**config.mk**
```make
export PLATFORM = sky130hd
export DESIGN_NAME = rf_wb_scheduler
export DESIGN_NICKNAME = d
export VERILOG_FILES = /design/src/rtl/rf_wb_scheduler.sv
export SDC_FILE = /design/constraint.sdc
export NUM_CORES = 1
export LEC_CHECK = 0
export ABC_AREA = 1
export CAP_MARGIN = 20
export CORE_ASPECT_RATIO = 1.1
export CORE_MARGIN = 2
export CORE_UTILIZATION = 25
export DETAILED_ROUTE_END_ITERATION = 12
export GPL_ROUTABILITY_DRIVEN = 1
export GPL_TIMING_DRIVEN = 0
export PLACE_DENSITY = 0.55
export SLEW_MARGIN = 10
export SYNTH_ARGS = -nofsm -noshare
export SYNTH_HDL_FRONTEND = slang
export SYNTH_SLANG_ARGS = --single-unit
```
**constraint.sdc**
```tcl
create_clock -name clk -period 3.6 [get_ports clk]
set_input_delay 1.08 -clock clk [delete_from_list [all_inputs] [get_ports clk]]
set_output_delay 1.08 -clock clk [all_outputs]
set_load 0.02 [all_outputs]
```
**src/rtl/rf_wb_scheduler.sv**
```systemverilog
// Writeback scheduler: round-robin arbitration of ALU and load writebacks into one RF write port,
// plus per-register pending counters that drive RAW-hazard stalls for the issue stage.
module rf_wb_scheduler #(
  parameter int DW = 16,
  parameter int AW = 3,
  parameter int CW = 2
) (
  input  logic             clk,
  input  logic             rstn,
  input  logic             alu_valid,
  input  logic [AW-1:0]    alu_reg,
  input  logic [DW-1:0]    alu_data,
  output logic             alu_ready,
  input  logic             mem_valid,
  input  logic [AW-1:0]    mem_reg,
  input  logic [DW-1:0]    mem_data,
  output logic             mem_ready,
  output logic             rf_we,
  output logic [AW-1:0]    rf_wreg,
  output logic [DW-1:0]    rf_wdata,
  input  logic             rsv_valid,
  input  logic [AW-1:0]    rsv_reg,
  input  logic             rd1_en,
  input  logic             rd2_en,
  input  logic [AW-1:0]    rd1_reg,
  input  logic [AW-1:0]    rd2_reg,
  output logic [2**AW-1:0] busy,
  output logic             stall,
  output logic [1:0]       err
);

  localparam int NR = 2**AW;

  typedef enum logic {GR_ALU = 1'b0, GR_MEM = 1'b1} grant_t;

  grant_t        last_grant;
  logic [CW-1:0] cnt     [NR];
  logic [CW-1:0] cnt_nxt [NR];
  logic          xfer;
  logic [AW-1:0] win_reg;
  logic [DW-1:0] win_data;
  logic          inc, dec, ovf, unf;

  // Readies are gated by rstn so nothing is accepted while reset is held.
  always_comb begin
    alu_ready = rstn && alu_valid && (!mem_valid || last_grant == GR_MEM);
    mem_ready = rstn && mem_valid && (!alu_valid || last_grant == GR_ALU);
    xfer      = alu_ready || mem_ready;
    win_reg   = alu_ready ? alu_reg  : mem_reg;
    win_data  = alu_ready ? alu_data : mem_data;
  end

  // A reservation and a commit to the same register cancel out, with no limit checks.
  always_comb begin
    ovf = 1'b0;
    unf = 1'b0;
    inc = 1'b0;
    dec = 1'b0;
    for (int unsigned r = 0; r < NR; r++) begin
      inc        = rsv_valid && (rsv_reg == AW'(r));
      dec        = xfer && (win_reg == AW'(r));
      cnt_nxt[r] = cnt[r];
      if (inc && !dec) begin
        if (cnt[r] == '1) ovf = 1'b1;
        else              cnt_nxt[r] = cnt[r] + CW'(1);
      end else if (dec && !inc) begin
        if (cnt[r] == '0) unf = 1'b1;
        else              cnt_nxt[r] = cnt[r] - CW'(1);
      end
    end
  end

  always_comb begin
    for (int unsigned r = 0; r < NR; r++) busy[r] = (cnt[r] != '0);
    stall = (rd1_en && busy[rd1_reg]) || (rd2_en && busy[rd2_reg]);
  end

  always_ff @(posedge clk or negedge rstn) begin
    if (!rstn) begin
      last_grant <= GR_MEM;
      rf_we      <= 1'b0;
      rf_wreg    <= '0;
      rf_wdata   <= '0;
      err        <= '0;
      for (int unsigned r = 0; r < NR; r++) cnt[r] <= '0;
    end else begin
      rf_we <= xfer;
      if (xfer) begin
        rf_wreg    <= win_reg;
        rf_wdata   <= win_data;
        last_grant <= alu_ready ? GR_ALU : GR_MEM;
      end
      for (int unsigned r = 0; r < NR; r++) cnt[r] <= cnt_nxt[r];
      err <= err | {unf, ovf};
    end
  end

endmodule

```
### Word level (Yosys, flattened, before mapping)

Index checks and enable logic that the tools add are counted.

* output and inout port bits: 33
* logic and storage cells: 244
* memories kept: 0
* input bits: 54
* register bits: 39
* bits in writable memories: 0
* bits in read-only memories: 0
* bits in latches: 0

* add/sub/neg operators: 16
* $lt $le $gt $ge: 2
* reductions and logical operators: 94
* shift-type cells: 0
* bitwise gates (word level): 2
* eq/ne operators: 38
* multiply operators: 0
* mux-type cells: 79
* div/mod/pow operators: 0

Operators by type and width (number)
* two-way mux 2 bit: 32
* two-way mux 1 bit: 43
* logical AND 1 bit: 38
* != test 2 bit (second input constant): 16
* nonzero test 2 bit: 16
* == test 3 bit (second input constant): 8
* AND reduction 3 bit: 8
* zero test 1 bit: 18
* adder 2 x 1 -> 2 bit (second input constant): 8
* == test 2 bit (second input constant): 8
* zero test 2 bit: 8
* two-way mux 16 bit: 1
* subtractor 2 x 1 -> 2 bit (second input constant): 8
* == test 3 x 2 -> 1 bit (second input constant): 4
* less-than comparator 3 x 4 -> 1 bit (second input constant): 2
* binary-select mux 1 bit (select 3 bit): 2
* == test 3 x 1 -> 1 bit (second input constant): 2
* zero test 3 bit: 2
* logical OR 1 bit: 4
* two-way mux 3 bit: 1
* bitwise OR 2 bit: 1
* inverter 1 bit: 1

### Logic depth before layout (Yosys ltp)

* depth after elaboration: 31
* gate-level depth with buffers: 15
* depth with buffers taken out: 15

### Least setup slack after synthesis

OpenSTA, ideal clock, no wires.

* path kind: in2out
* from: input port mem_valid
* to: output port mem_ready
* stages: 3
* path buffers: 1
* data arrival time: 1.619 ns
* data required time: 2.520 ns
* setup slack: 0.901 ns
* cell sequence: nand2_1 > a21oi_2 > buf_4

* longest elaborated chain between the ends: 2

RTL lines
* from (decl): RTL line 14 `input logic mem_valid,`
* logical AND 1 bit (2 in series): RTL line 47 `mem_ready = rstn && mem_valid && (!alu_valid || last_grant == GR_ALU);`
* to (decl): RTL line 17 `output logic mem_ready,`

No other way between the ends.

### Worst setup path after layout

* from: input port alu_valid
* to: output port alu_ready

* longest elaborated chain between the ends: 2

RTL lines
* from (decl): RTL line 10 `input logic alu_valid,`
* logical AND 1 bit (2 in series): RTL line 46 `alu_ready = rstn && alu_valid && (!mem_valid || last_grant == GR_MEM);`
* to (decl): RTL line 13 `output logic alu_ready,`

No other way between the ends.

==> out/qor.txt <==
Final Wtd Congestion -> 0.809
core area -> 9890 sq um
sequential standard cell area -> 977 sq um
Setup TNS -> 0 ns
DR iter-0 viols -> 84
Cell Chain, Critical Path -> clkdlybuf4s50_1 -> nand2_1 -> inv_2 -> nand2_4 -> clkinv_2 -> clkdlybuf4s15_2
Avg Synthesized Cell Area -> 7.44 sq um
worst-path fanout max -> 17
Synth warnings -> 0
Final Hold Vio Count -> 0
CTS sink cnt -> 39
Syn Inst Count -> 342
most common cell after layout, fill and taps aside -> clkdlybuf4s50_1
IO Pins -> 87
slowest cell on the critical path -> clkdlybuf4s50_1
commonest cells after routing, fill and taps aside -> clkdlybuf4s50_1 (82), nand2_1 (55), inv_1 (47), nor2_1 (46), dfrtp_1 (38)
worst reg2reg setup slack -> 1.39 ns
die area -> 11,000 sq um
layout cell share with drive strength beyond 1 -> 11.7%
largest net degree at the start of global routing -> 26
CTS tree -> yes
Crit. End Element -> output port
Setup WS pre-CTS -> -0.560 ns
leading area contributor after synthesis -> dfrtp_1
iteration count of the initial detailed-routing pass -> 4
worst-margin pin slew -> 0.471 ns
total power -> 0.00156 W
Synth Register Bits -> 39
Buf+Inv Stages, Crit Path -> 4
Top delay family on crit path -> buffers and inverters
Final HPWL DP -> 5330 um
syn nets -> 412
CTS buffer count -> 5
nets -> 506
clk slew on worst S/H paths -> 0.09 ns
clk root buf -> clkbuf_8
DRC viols -> 0
status -> finished clean
Setup crit start kind -> input port
WP data required -> 2.52 ns
ANT nets after route -> 0
antenna cells -> 0
DR vias/cell -> 4.48
post-synth top area share -> 37.4%
Final Worst Setup Slack -> 0.142 ns
Post-Syn Area -> 2540 sq um
hold_buf cts -> 0
Non-Filler Instances -> 557
initial antenna violation count -> 0
Setup violations, final -> 0
area occupied by multi-input gates -> 1320 sq um
peak supply drop -> 0.000177 V
leakage power -> 1.73 nW
CP Class -> input port to output port
HP Class -> register to register
Seq/Total Area, Yosys -> 38.4%
GRT Total Usage -> 12.7%
standard-cell row count -> 38
Max Clock Freq -> 289 MHz
Cell Count Post-Placement -> 549
WHS -> 0.490 ns
die height -> 110 um
via count of the first global-routing pass -> 2,498
Slew HR -> 68.5%
Filler Cell Count -> 1,027
Tmin final -> 3.46 ns
clk_lat worst skew -> 0.29 ns
initial core utilization -> 25.7%
wire length of the first global-routing pass -> 11,200 um
CP max stage delay -> 0.47 ns
crit path DAT -> 2.38 ns
Post-Route Skew -> 0.00890 ns
H-tree depth -> 2
largest cells by area after synthesis -> dfrtp_1 (37%), nand2_1 (8.1%), ha_1 (7.9%)
# port buffers -> 86
RSZ-0062 raised after global routing -> no
DR vias -> 2,495
Max clock buf depth -> 2
post-synthesis cell type count -> 29
final period utilization -> 96.0%
max-slew violations -> 0
max_cap viols -> 0
Pwr per Cell Area -> 422 nW/um^2
Routed WL per cell -> 12.0 um
Die W -> 100 um
synthesis-to-layout area growth -> 45.2%
GRT overflow -> 0
final wirelength -> 6660 um
cells by family (layout without fill, tap and decap cells):
| family | after synthesis | after routing | share of synthesized area [%] |
|---|---|---|---|
| AO/OA/AOI/OAI | 71 | 71 | 16.3 |
| XOR/XNOR | 2 | 2 | 0.688 |
| adder cells (fa/ha/maj) | 16 | 16 | 7.87 |
| buffers and inverters | 65 | 160 | 10.2 |
| flip-flops | 39 | 39 | 38.4 |
| AND/OR/NAND/NOR | 149 | 149 | 26.5 |
final cells by class:
| cell class | count | share of cell area [%] |
|---|---|---|
| multi-input combinational | 238 | 35.6 |
| sequential | 39 | 26.4 |
| timing repair buffer | 88 | 23.9 |
| inverter | 59 | 6.03 |
| tap | 120 | 4.06 |
| clock buffer | 5 | 1.86 |
| clock inverter | 3 | 1.18 |
| buffer | 5 | 0.914 |
worst min-delay path: cells and delay by family (launching register included):
kind / cells / cell delay (ns)
AO/OA/AOI/OAI: 1 / 0.06
flip-flops: 1 / 0.35
AND/OR/NAND/NOR: 1 / 0.05
final timing paths:
check / startpoint / endpoint / cells past startpoint
setup / recovery: alu_valid / alu_ready / 6
hold / removal: rf_wdata[12] / rf_wdata[12] / 2
setup reg to reg: last_grant / err[0] / 15
hold reg to reg: rf_wdata[12] / rf_wdata[12] / 2
max in group asynchronous: rstn / last_grant / 2
min in group asynchronous: rstn / cnt[12] / 1
where the power goes:
part           switching [W]  internal (W)
Sequential         0.0000540      0.000516
Clock               0.000169      0.000207
Combinational       0.000342      0.000274
Total               0.000565      0.000996
metrics by stage:
| stage | area, sq um | util, % |
|---|---|---|
| after global routing | 3700 | 37.4 |
| after floorplan | 2540 | - |
| final | 3700 | 37.4 |
| after CTS | 3700 | 37.4 |
| after detailed placement | 3570 | 36.1 |
| after global placement | 3560 | 36.0 |
cell usage after synthesis, drive strengths merged:
master and instances:
o21bai 1, dfstp 1, nor3 1, nand3b 3
and3 1, nand3 26, ha 16, nand2 65
a31oi 2, nand4 1, inv 59, o31ai 10
buf 6, dfrtp 38, a21oi 23, o21ai 35
nor2 52, xor2 2
metal layers:
| layer | GRT usage [%] | wire [um] |
|---|---|---|
| met5 | 0 | 0 |
| met1 | 15.4 | 2970 |
| met4 | 4.11 | 77 |
| met3 | 3.37 | 428 |
| met2 | 21.9 | 3190 |
flip-flops by register name, summed over array words and instances (netlist names):
signal,flops
err,2
last_grant,1
rf_wdata,16
rf_wreg,3
cnt,16
rf_we,1
repair_timing:
item / CTS / global route
cloned: 0 / 0
setup endpoints to repair: 3 / 2
pin swaps: 0 / 0
gates resized for setup: 8 / 3
buffers inserted: 1 / 0
Power figures use the tool's default switching activity.
